<file path="src/rtl/wts_pkg.sv">
// Shared types and constants for the wavetable envelope multiplier.
package wts_pkg;

    localparam int unsigned SAMPLE_W    = 8;
    localparam int unsigned ENV_W       = 8;
    localparam int unsigned VOL_W       = 4;
    localparam int unsigned ACC_W       = 16;
    localparam int unsigned STEP_W      = 2;
    localparam int unsigned WTS_ENV_MAX = 128;
    localparam int unsigned ENV_SHIFT   = 7;
    localparam int unsigned VOL_SHIFT   = 4;

    typedef enum logic [1:0] {
        ST_IDLE = 2'd0,
        ST_ENV  = 2'd1,
        ST_VOL  = 2'd2
    } wts_state_t;

endpackage

</file>
<file path="src/rtl/wts_envelope_multiplier.sv">
// Scales a wave sample by the ADSR envelope (radix-4 shift-add, 5 clk fixed latency).
// Optional channel volume scaling is enabled by defining WTS_VOLUME_EN.
module wts_envelope_multiplier
    import wts_pkg::*;
(
    input  logic                       clk,
    input  logic                       reset,
    input  logic                       active,
    input  logic [ENV_W-1:0]           envelope,
    input  logic signed [SAMPLE_W-1:0] sample,
`ifdef WTS_VOLUME_EN
    input  logic [VOL_W-1:0]           reg_volume,
`endif
    output logic signed [SAMPLE_W-1:0] channel_out,
    output logic                       out_valid
);

    wts_state_t                 state_q, state_d;
    logic [STEP_W-1:0]          step_q, step_d;
    logic signed [ACC_W-1:0]    acc_q, acc_d;
    logic signed [SAMPLE_W-1:0] sample_q, sample_d;
    logic [ENV_W-1:0]           env_q, env_d;
    logic signed [SAMPLE_W-1:0] out_d;
    logic                       valid_d;

    logic [1:0]                 env_pair;
    logic signed [ACC_W-1:0]    sample_ext;
    logic signed [ACC_W-1:0]    partial;
    logic signed [SAMPLE_W-1:0] y1;
    logic signed [SAMPLE_W-1:0] y2;

`ifdef WTS_VOLUME_EN
    logic [VOL_W-1:0]           vol_q, vol_d;
    logic signed [ACC_W-1:0]    y1_ext;
    logic signed [ACC_W-1:0]    vol_ext;
`endif

    // Datapath: one radix-4 partial product per ENV step, then the output scaling.
    always_comb begin
        env_pair   = env_q[{step_q, 1'b0} +: 2];
        sample_ext = ACC_W'(sample_q);
        case (env_pair)
            2'd0:    partial = '0;
            2'd1:    partial = sample_ext;
            2'd2:    partial = sample_ext <<< 1;
            default: partial = sample_ext + (sample_ext <<< 1);
        endcase
        y1 = SAMPLE_W'(acc_q >>> ENV_SHIFT);
`ifdef WTS_VOLUME_EN
        y1_ext  = ACC_W'(y1);
        vol_ext = ACC_W'({1'b0, vol_q}) + ACC_W'(1);
        y2      = SAMPLE_W'((y1_ext * vol_ext) >>> VOL_SHIFT);
`else
        y2      = y1;
`endif
    end

    // Next-state and output logic.
    always_comb begin
        state_d  = state_q;
        step_d   = step_q;
        acc_d    = acc_q;
        sample_d = sample_q;
        env_d    = env_q;
        out_d    = channel_out;
        valid_d  = 1'b0;
`ifdef WTS_VOLUME_EN
        vol_d    = vol_q;
`endif
        case (state_q)
            ST_IDLE: begin
                if (active) begin
                    sample_d = sample;
                    env_d    = (envelope > ENV_W'(WTS_ENV_MAX)) ? ENV_W'(WTS_ENV_MAX) : envelope;
`ifdef WTS_VOLUME_EN
                    vol_d    = reg_volume;
`endif
                    acc_d    = '0;
                    step_d   = '0;
                    state_d  = ST_ENV;
                end
            end
            ST_ENV: begin
                acc_d  = acc_q + (partial <<< {step_q, 1'b0});
                step_d = step_q + STEP_W'(1);
                if (step_q == STEP_W'(3)) begin
                    step_d  = '0;
                    state_d = ST_VOL;
                end
            end
            ST_VOL: begin
                out_d   = y2;
                valid_d = 1'b1;
                state_d = ST_IDLE;
            end
            default: begin
                state_d = ST_IDLE;
                step_d  = '0;
            end
        endcase
    end

    always_ff @(posedge clk or posedge reset) begin
        if (reset) begin
            state_q     <= ST_IDLE;
            step_q      <= '0;
            acc_q       <= '0;
            sample_q    <= '0;
            env_q       <= '0;
            channel_out <= '0;
            out_valid   <= 1'b0;
`ifdef WTS_VOLUME_EN
            vol_q       <= '0;
`endif
        end else begin
            state_q     <= state_d;
            step_q      <= step_d;
            acc_q       <= acc_d;
            sample_q    <= sample_d;
            env_q       <= env_d;
            channel_out <= out_d;
            out_valid   <= valid_d;
`ifdef WTS_VOLUME_EN
            vol_q       <= vol_d;
`endif
        end
    end

endmodule

</file>
<file path="config.mk">
export PLATFORM = sky130hd
export DESIGN_NAME = wts_envelope_multiplier
export DESIGN_NICKNAME = d
export VERILOG_FILES = /design/src/rtl/wts_pkg.sv /design/src/rtl/wts_envelope_multiplier.sv
export SDC_FILE = /design/constraint.sdc
export NUM_CORES = 1
export LEC_CHECK = 0
export ABC_AREA = 1
export BUFFER_PORTS_ARGS = -buffer_cell sky130_fd_sc_hd__buf_2
export CORE_ASPECT_RATIO = 0.8
export CORE_UTILIZATION = 50
export DETAILED_ROUTE_END_ITERATION = 7
export GPL_ROUTABILITY_DRIVEN = 0
export PLACE_DENSITY = 0.68
export SETUP_SLACK_MARGIN = 0.1
export SYNTH_ARGS = -nofsm -noshare
export SYNTH_HDL_FRONTEND = slang
export SYNTH_SLANG_ARGS = --single-unit
</file>
<file path="constraint.sdc">
create_clock -name clk -period 3.3 [get_ports clk]
set_input_delay 0.33 -clock clk [delete_from_list [all_inputs] [get_ports clk]]
set_output_delay 0.33 -clock clk [all_outputs]
set_load 0.05 [all_outputs]
</file>
==> results of run 1 <==
## path summary, 6_finish.rpt
path	from	endpoint	slack (ns)
min in group clk	sample[7]	sample_q[7]$_DFFE_PP0P_	0.22
min reg2reg	channel_out[7]$_DFFE_PP0P_	channel_out[7]$_DFFE_PP0P_	0.48
max	sample_q[1]$_DFFE_PP0P_	acc_q[14]$_DFFE_PP0P_	0.12
max reg2reg	sample_q[1]$_DFFE_PP0P_	acc_q[14]$_DFFE_PP0P_	0.12
max in group asynchronous	reset	step_q[0]$_DFFE_PP0P_	2.52
min	reset	sample_q[6]$_DFFE_PP0P_	-0.004
## cell families (layout without fill, tap and decap cells)
family                     Yosys count  count (layout)  share of synthesized area (%)
AOI/OAI and AO/OA                   96              96                          16.96
DFF                                 44              44                          35.79
xor gates and xnor gates             5               5                          1.424
and+or+nand+nor                    191             191                          26.96
muxes                                1               1                         0.3253
adders and majority gates           25              25                          10.65
buffers and inverters               63             108                          7.889
## registers in the layout, summed over array words and instances, names as in the netlist
register / count
acc_q: 15
out_valid: 1
env_q: 8
state_q: 2
channel_out: 8
step_q: 2
sample_q: 8
## placed cells by master, fill, tap and decap left out, drive strengths merged
cell,Yosys,layout
xnor2,2,2
a21o,1,1
nand2,127,127
dfrtp,44,44
clkinv,1,2
nand4,1,1
clkbuf,6,5
o21ai,57,57
a31oi,1,1
mux2i,1,1
nand3,34,34
o41ai,1,1
nor2,26,26
inv,53,52
a22o,3,3
and2,1,1
buf,3,47
a21boi,1,1
or2,2,2
o22ai,4,4
xor2,3,3
a32o,1,1
o21bai,1,1
fa,2,2
a211oi,1,1
o211ai,2,2
ha,23,23
bufinv,0,2
a21oi,23,23
## stage by stage
| stage | utilization [%] | cells | cell area (um^2) | setup TNS, ns |
|---|---|---|---|---|
| 6_report | 65.65 | 551 | 3881 | 0 |
| 5_1_grt | 65.65 | 551 | 3881 | -0.2137 |
| 4_1_cts | 60.34 | 542 | 3567 | 0 |
| 3_5_place_dp | 56.38 | 532 | 3333 | 0 |
| 3_3_place_gp | 56.38 | 532 | 3333 | 0 |
| 2_1_floorplan | - | 425 | 3077 | 0 |
## worst max-delay path: stages (launching register included)
cell     delay, ns
dfrtp_1       0.42
buf_6         0.15
fa_2          0.41
nand3_2       0.08
nand2_1       0.05
nand2_1       0.10
a21oi_2       0.07
nor2_1        0.08
nand2_1       0.06
nand3_2       0.09
nand3_2       0.09
a31oi_2       0.24
ha_1          0.30
a21oi_2       0.16
o21ai_2       0.07
nand3_1       0.09
nand3_2       0.11
nand2_2       0.08
nand2_1       0.05
nand2_1       0.07
nand2_2       0.06
inv_2         0.05
nand3_2       0.06
nand3_2       0.08
nand2_1       0.06
## repair_timing
action | CTS | global route
setup endpoints to repair | 4 | 10
gates resized for setup | 17 | 67
hold endpoints to repair | 0 | 0
setup buffers | 3 | 9
pin swaps | 15 | 45
## area by class of cell
cell class                 instances  area share, %
timing repair buffer              47          7.640
tap                               81          2.611
clock buffer                       5          1.773
sequential                        44          28.47
inverter                          54          5.222
multi-input combinational        318          52.74
clock inverter                     2          1.547
## routing by layer
layer | GRT usage (%) | vias to the layer above | part of all wire (%)
li1 | - | 1488 | -
met1 | 36.28 | 1353 | 51
met2 | 35.98 | 59 | 45
met3 | 3.354 | 11 | 3.7
met4 | 7.286 | 0 | 1.1
met5 | 0 | - | 0
==> reports/qor.yml, run 1 <==
status:
  violations: "negative hold slack"
  status: "complete, but fails checks"
place:
  port_buffers: 27
  post-place-ws_ns: 0.01026
  hpwlAfterDp_mm: 5.255
yosys:
  synth_top_area_share_pct: 35.79
  synth.most_common_cell: "nand2_1"
  synthTopCellsByArea: "dfrtp_1, nand2_1, ha_1"
  async_flop_share_pct: 100.0
  syn_area_per_cell_um2: 7.239
  yosys.area.top_type: "dfrtp_1"
  synth_ff_type: "dfrtp_1"
  synth_common_cells: "nand2_1, inv_1, dfrtp_1, o21ai_0, nand3_1"
  netlist_instances: 425
  synthDistinctLibCells: 35
  ys_seq_area_share_pct: 35.79
  synth_warnings: 0
  synth_edf_count: 0
  netlist_area_um2: 3077
  ys_ff_latch: 44
  synth_fp_nets: 469
floorplan:
  core_um2: 5912
  io_pins: 28
  initial_core_util_pct: 52.04
  die_area_um2: 6473
  num_rows: 25
  die_h_um: 72.16
  fp.dieW_um: 89.70
worst_hold_path:
  hold_class: "in2async"
critical_path:
  cp.required_ns: 3.50
  crit_arrival_ns: 3.38
  crit_path_start_kind: "flop"
  crit_type: "reg2reg"
  cp_max_fo: 3
  ff2ff_path_depth: 24
  endpoint_kind: "flop"
layout:
  diodes: 0
  finalNetCount: 514
  regArea_um2: 1105
  multi_input_area_um2: 2047
  area_growth_pct: 26.15
  final.fill_count: 503
  drive_gt1_share_pct: 29.36
routing:
  drtIter0Drc: 216
  dr_total_vias: 2911
  wirelength_mm: 7.555
  drt.antenna.violating_nets: 0
  first_pass_iters: 4
  wl_per_cell_um: 13.71
  drc_errors: 0
  via_per_inst: 5.283
global_routing:
  grt_overflow_total: 0
  grt_start_max_net_pins: 31
  grt_pass1_wl_mm: 12.36
  antenna_found_initial: 0
  grt_usage_pct: 24.08
  grt_pass1_vias: 2649
sta:
  fmax_ghz: 0.3143
  hold_viol: 12
  finalSetupViolCount: 0
  worst_slack_ns: 0.1182
  fin_crit_sh_pct: 96.42
  max_slew_margin_pct: 37.61
  fin_worst_skew_ns: 0.008875
  tightestPinTransition_ns: 0.9323
  post-route-min-period_ns: 3.182
  drv_slew: 0
  rsz0062_at_grt: "yes"
  whs_ns: -0.004311
clocking:
  cts_hold_buf: 0
  cts.htree.levels: 2
  clock_sinks: 44
  clkLatencyLatePin_ns: 0.30
  cts_inserted_buffers: 5
  cts_tree: "yes"
  clockBufferDepth: 2
  clkTransAtPathRegs_ns: 0.08
  root_buffer: "clkbuf_8"
flow_run:
  cap_violations: 0
Power of run 1 is not shown: default switching activity piles up to over one toggle a cycle in this logic, so the estimate is an artifact.
==> run 2: changes to the inputs <==
BUFFER_PORTS_ARGS = -buffer_cell sky130_fd_sc_hd__buf_4   (was -buffer_cell sky130_fd_sc_hd__buf_2)
==> run 2 against run 1 <==
Via count shrank 1.2%. Register-to-register slack lost 0.09 ns. Cell count shrank 1.1%. Core utilization shrank 2.7 points. Largest cell class unchanged. The run now ends clean. Fmax shrank 2.7%.
==> reports/qor.yml, run 2 (synthesized netlist as in run 1, its figures left out) <==
clocking:
  cts_hold_buf: 0
  clkTransAtPathRegs_ns: 0.09
  clockBufferDepth: 2
  clock_sinks: 44
  root_buffer: "clkbuf_8"
  cts.htree.levels: 2
  clkLatencyLatePin_ns: 0.30
  cts_tree: "yes"
  cts_inserted_buffers: 5
floorplan:
  num_rows: 25
  die_h_um: 72.16
  core_um2: 5912
  die_area_um2: 6473
  fp.dieW_um: 89.70
  initial_core_util_pct: 52.04
  io_pins: 28
sta:
  whs_ns: 0.02555
  finalSetupViolCount: 0
  post-route-min-period_ns: 3.270
  drv_slew: 0
  rsz0062_at_grt: "yes"
  hold_viol: 0
  max_slew_margin_pct: 39.77
  tightestPinTransition_ns: 0.9001
  fin_crit_sh_pct: 99.09
  fmax_ghz: 0.3058
  fin_worst_skew_ns: 0.01161
layout:
  fin_area_um2: 3720
  fin_util_pct: 62.92
  diodes: 0
  area_growth_pct: 20.90
  finalNetCount: 507
  drive_gt1_share_pct: 22.63
  final_cell_mix: "nand2_1, inv_1, dfrtp_1, buf_4, o21ai_0"
  final.fill_count: 520
  layout_commonest_cell: "nand2_1"
  layout.cells.non_filler: 545
  largest_reg_flops: 15
  regMostFlops: "acc_q"
critical_path:
  crit_type: "reg2reg"
  crit_top_cell: "nand2_1"
  worst-path-stages: 23
  crit_arrival_ns: 3.48
  cp.required_ns: 3.51
  endpoint_kind: "flop"
  crit_buf_inv: 0
  cp_top_family: "simple AND/OR/NAND/NOR gates"
  r2r-end: "acc_q[13]$_DFFE_PP0P_"
  crit_path_start_kind: "flop"
  ff2ff_path_depth: 23
  max_stage_delay_ns: 0.42
  regToRegStartpoint: "sample_q[0]$_DFFE_PP0P_"
  critPathSlowestCell: "fa_2"
  endpoint: "acc_q[13]$_DFFE_PP0P_"
  worst-r2r-setup-slack_ns: 0.03
  cp_max_fo: 5
  critical_path.cell_chain: "ha_2, fa_2, nand3_2, nand2_1, nand2_1, a21oi_1, nor2_1, nand2_1, nand3_2, nand2_1, nand2_1, nand2_1, o21ai_2, ha_4, nand2_2, a21oi_1, a211oi_1, nand3_1, nand3_1, nand2_1, a21oi_1, o21ai_0, o21ai_0"
  worstSetupStartpoint: "sample_q[0]$_DFFE_PP0P_"
global_routing:
  grtUsageMet1_pct: 35.15
  grt_pass1_vias: 2578
  grt_util_met2_pct: 34.87
  top_usage_layer: "met1"
  grt_pass1_wl_mm: 11.96
  antenna_found_initial: 0
  met3_usage_pct: 3.564
  grt_overflow_total: 0
  grt_start_max_net_pins: 29
  grt_usage_pct: 23.15
place:
  hpwlAfterDp_mm: 5.304
  port_buffers: 27
  placed_cells: 531
  dpl-instance-area_um2: 3393
routing:
  dr_total_vias: 2875
  drt.antenna.violating_nets: 0
  via_per_inst: 5.275
  wl_per_cell_um: 13.33
  drtIter0Drc: 262
  drc_errors: 0
  first_pass_iters: 5
  wirelength_mm: 7.265
status:
  status: "finished clean"
flow_run:
  cap_violations: 0
worst_hold_path:
  hold_class: "in2async"
## run 2: cell count changes in the layout (fill, tap and decap cells not counted), moves of 5 or more
cell,change
buf_2,-27
nand2_2,-7
ha_4,-5
nand3_2,-8
nand3_1,+8
nand2_1,+7
buf_4,+23
## run 2: per-stage QoR
step / setup TNS [ns] / setup WS, ns
4_1_cts: 0 / 0.02132
2_1_floorplan: 0 / 0.2752
6_report: 0 / 0.03008
5_1_grt: -0.2678 / -0.1228
3_5_place_dp: -0.04780 / -0.04780
3_3_place_gp: 0 / 0.06520
## run 2: worst min path at each step
stage | slack, ns | endpoint | startpoint | depth (start not counted)
2_1_floorplan | 0.44 | out_valid$_DFF_PP0_ | state_q[0]$_DFFE_PP0P_ | 1
3_3_place_gp | 0.36 | sample_q[6]$_DFFE_PP0P_ | reset | 2
3_5_place_dp | 0.37 | sample_q[6]$_DFFE_PP0P_ | reset | 2
4_1_cts | 0.04 | sample_q[6]$_DFFE_PP0P_ | reset | 2
5_1_grt | 0.07 | sample_q[6]$_DFFE_PP0P_ | reset | 2
6_report | 0.03 | sample_q[6]$_DFFE_PP0P_ | reset | 2
## run 2: layer usage
| metal | vias to the layer above | part of all wire, % | wire length (um) |
|---|---|---|---|
| li1 | 1472 | - | - |
| met1 | 1322 | 51 | 3731 |
| met2 | 77 | 43 | 3135 |
| met3 | 4 | 4.8 | 348 |
| met4 | 0 | 0.69 | 50 |
| met5 | - | 0 | 0 |
## run 2: what timing repair did
action,CTS,global route
setup endpoints to repair,4,9
pin swaps,0,21
setup buffers,0,6
resized for setup,5,47
## run 2: layout make-up
cell class                      instances  area [um^2]  area share (%)
Tap cell                               81        101.3           2.725
Clock buffer                            6        72.57           1.951
Timing Repair Buffer                   40        300.3           8.073
Clock inverter                          2        35.03          0.9418
Multi-Input combinational cell        318         1904           51.19
Sequential cell                        44         1104           29.67
Inverter                               54        202.7           5.449
Power of run 2 is left out for the same reason.
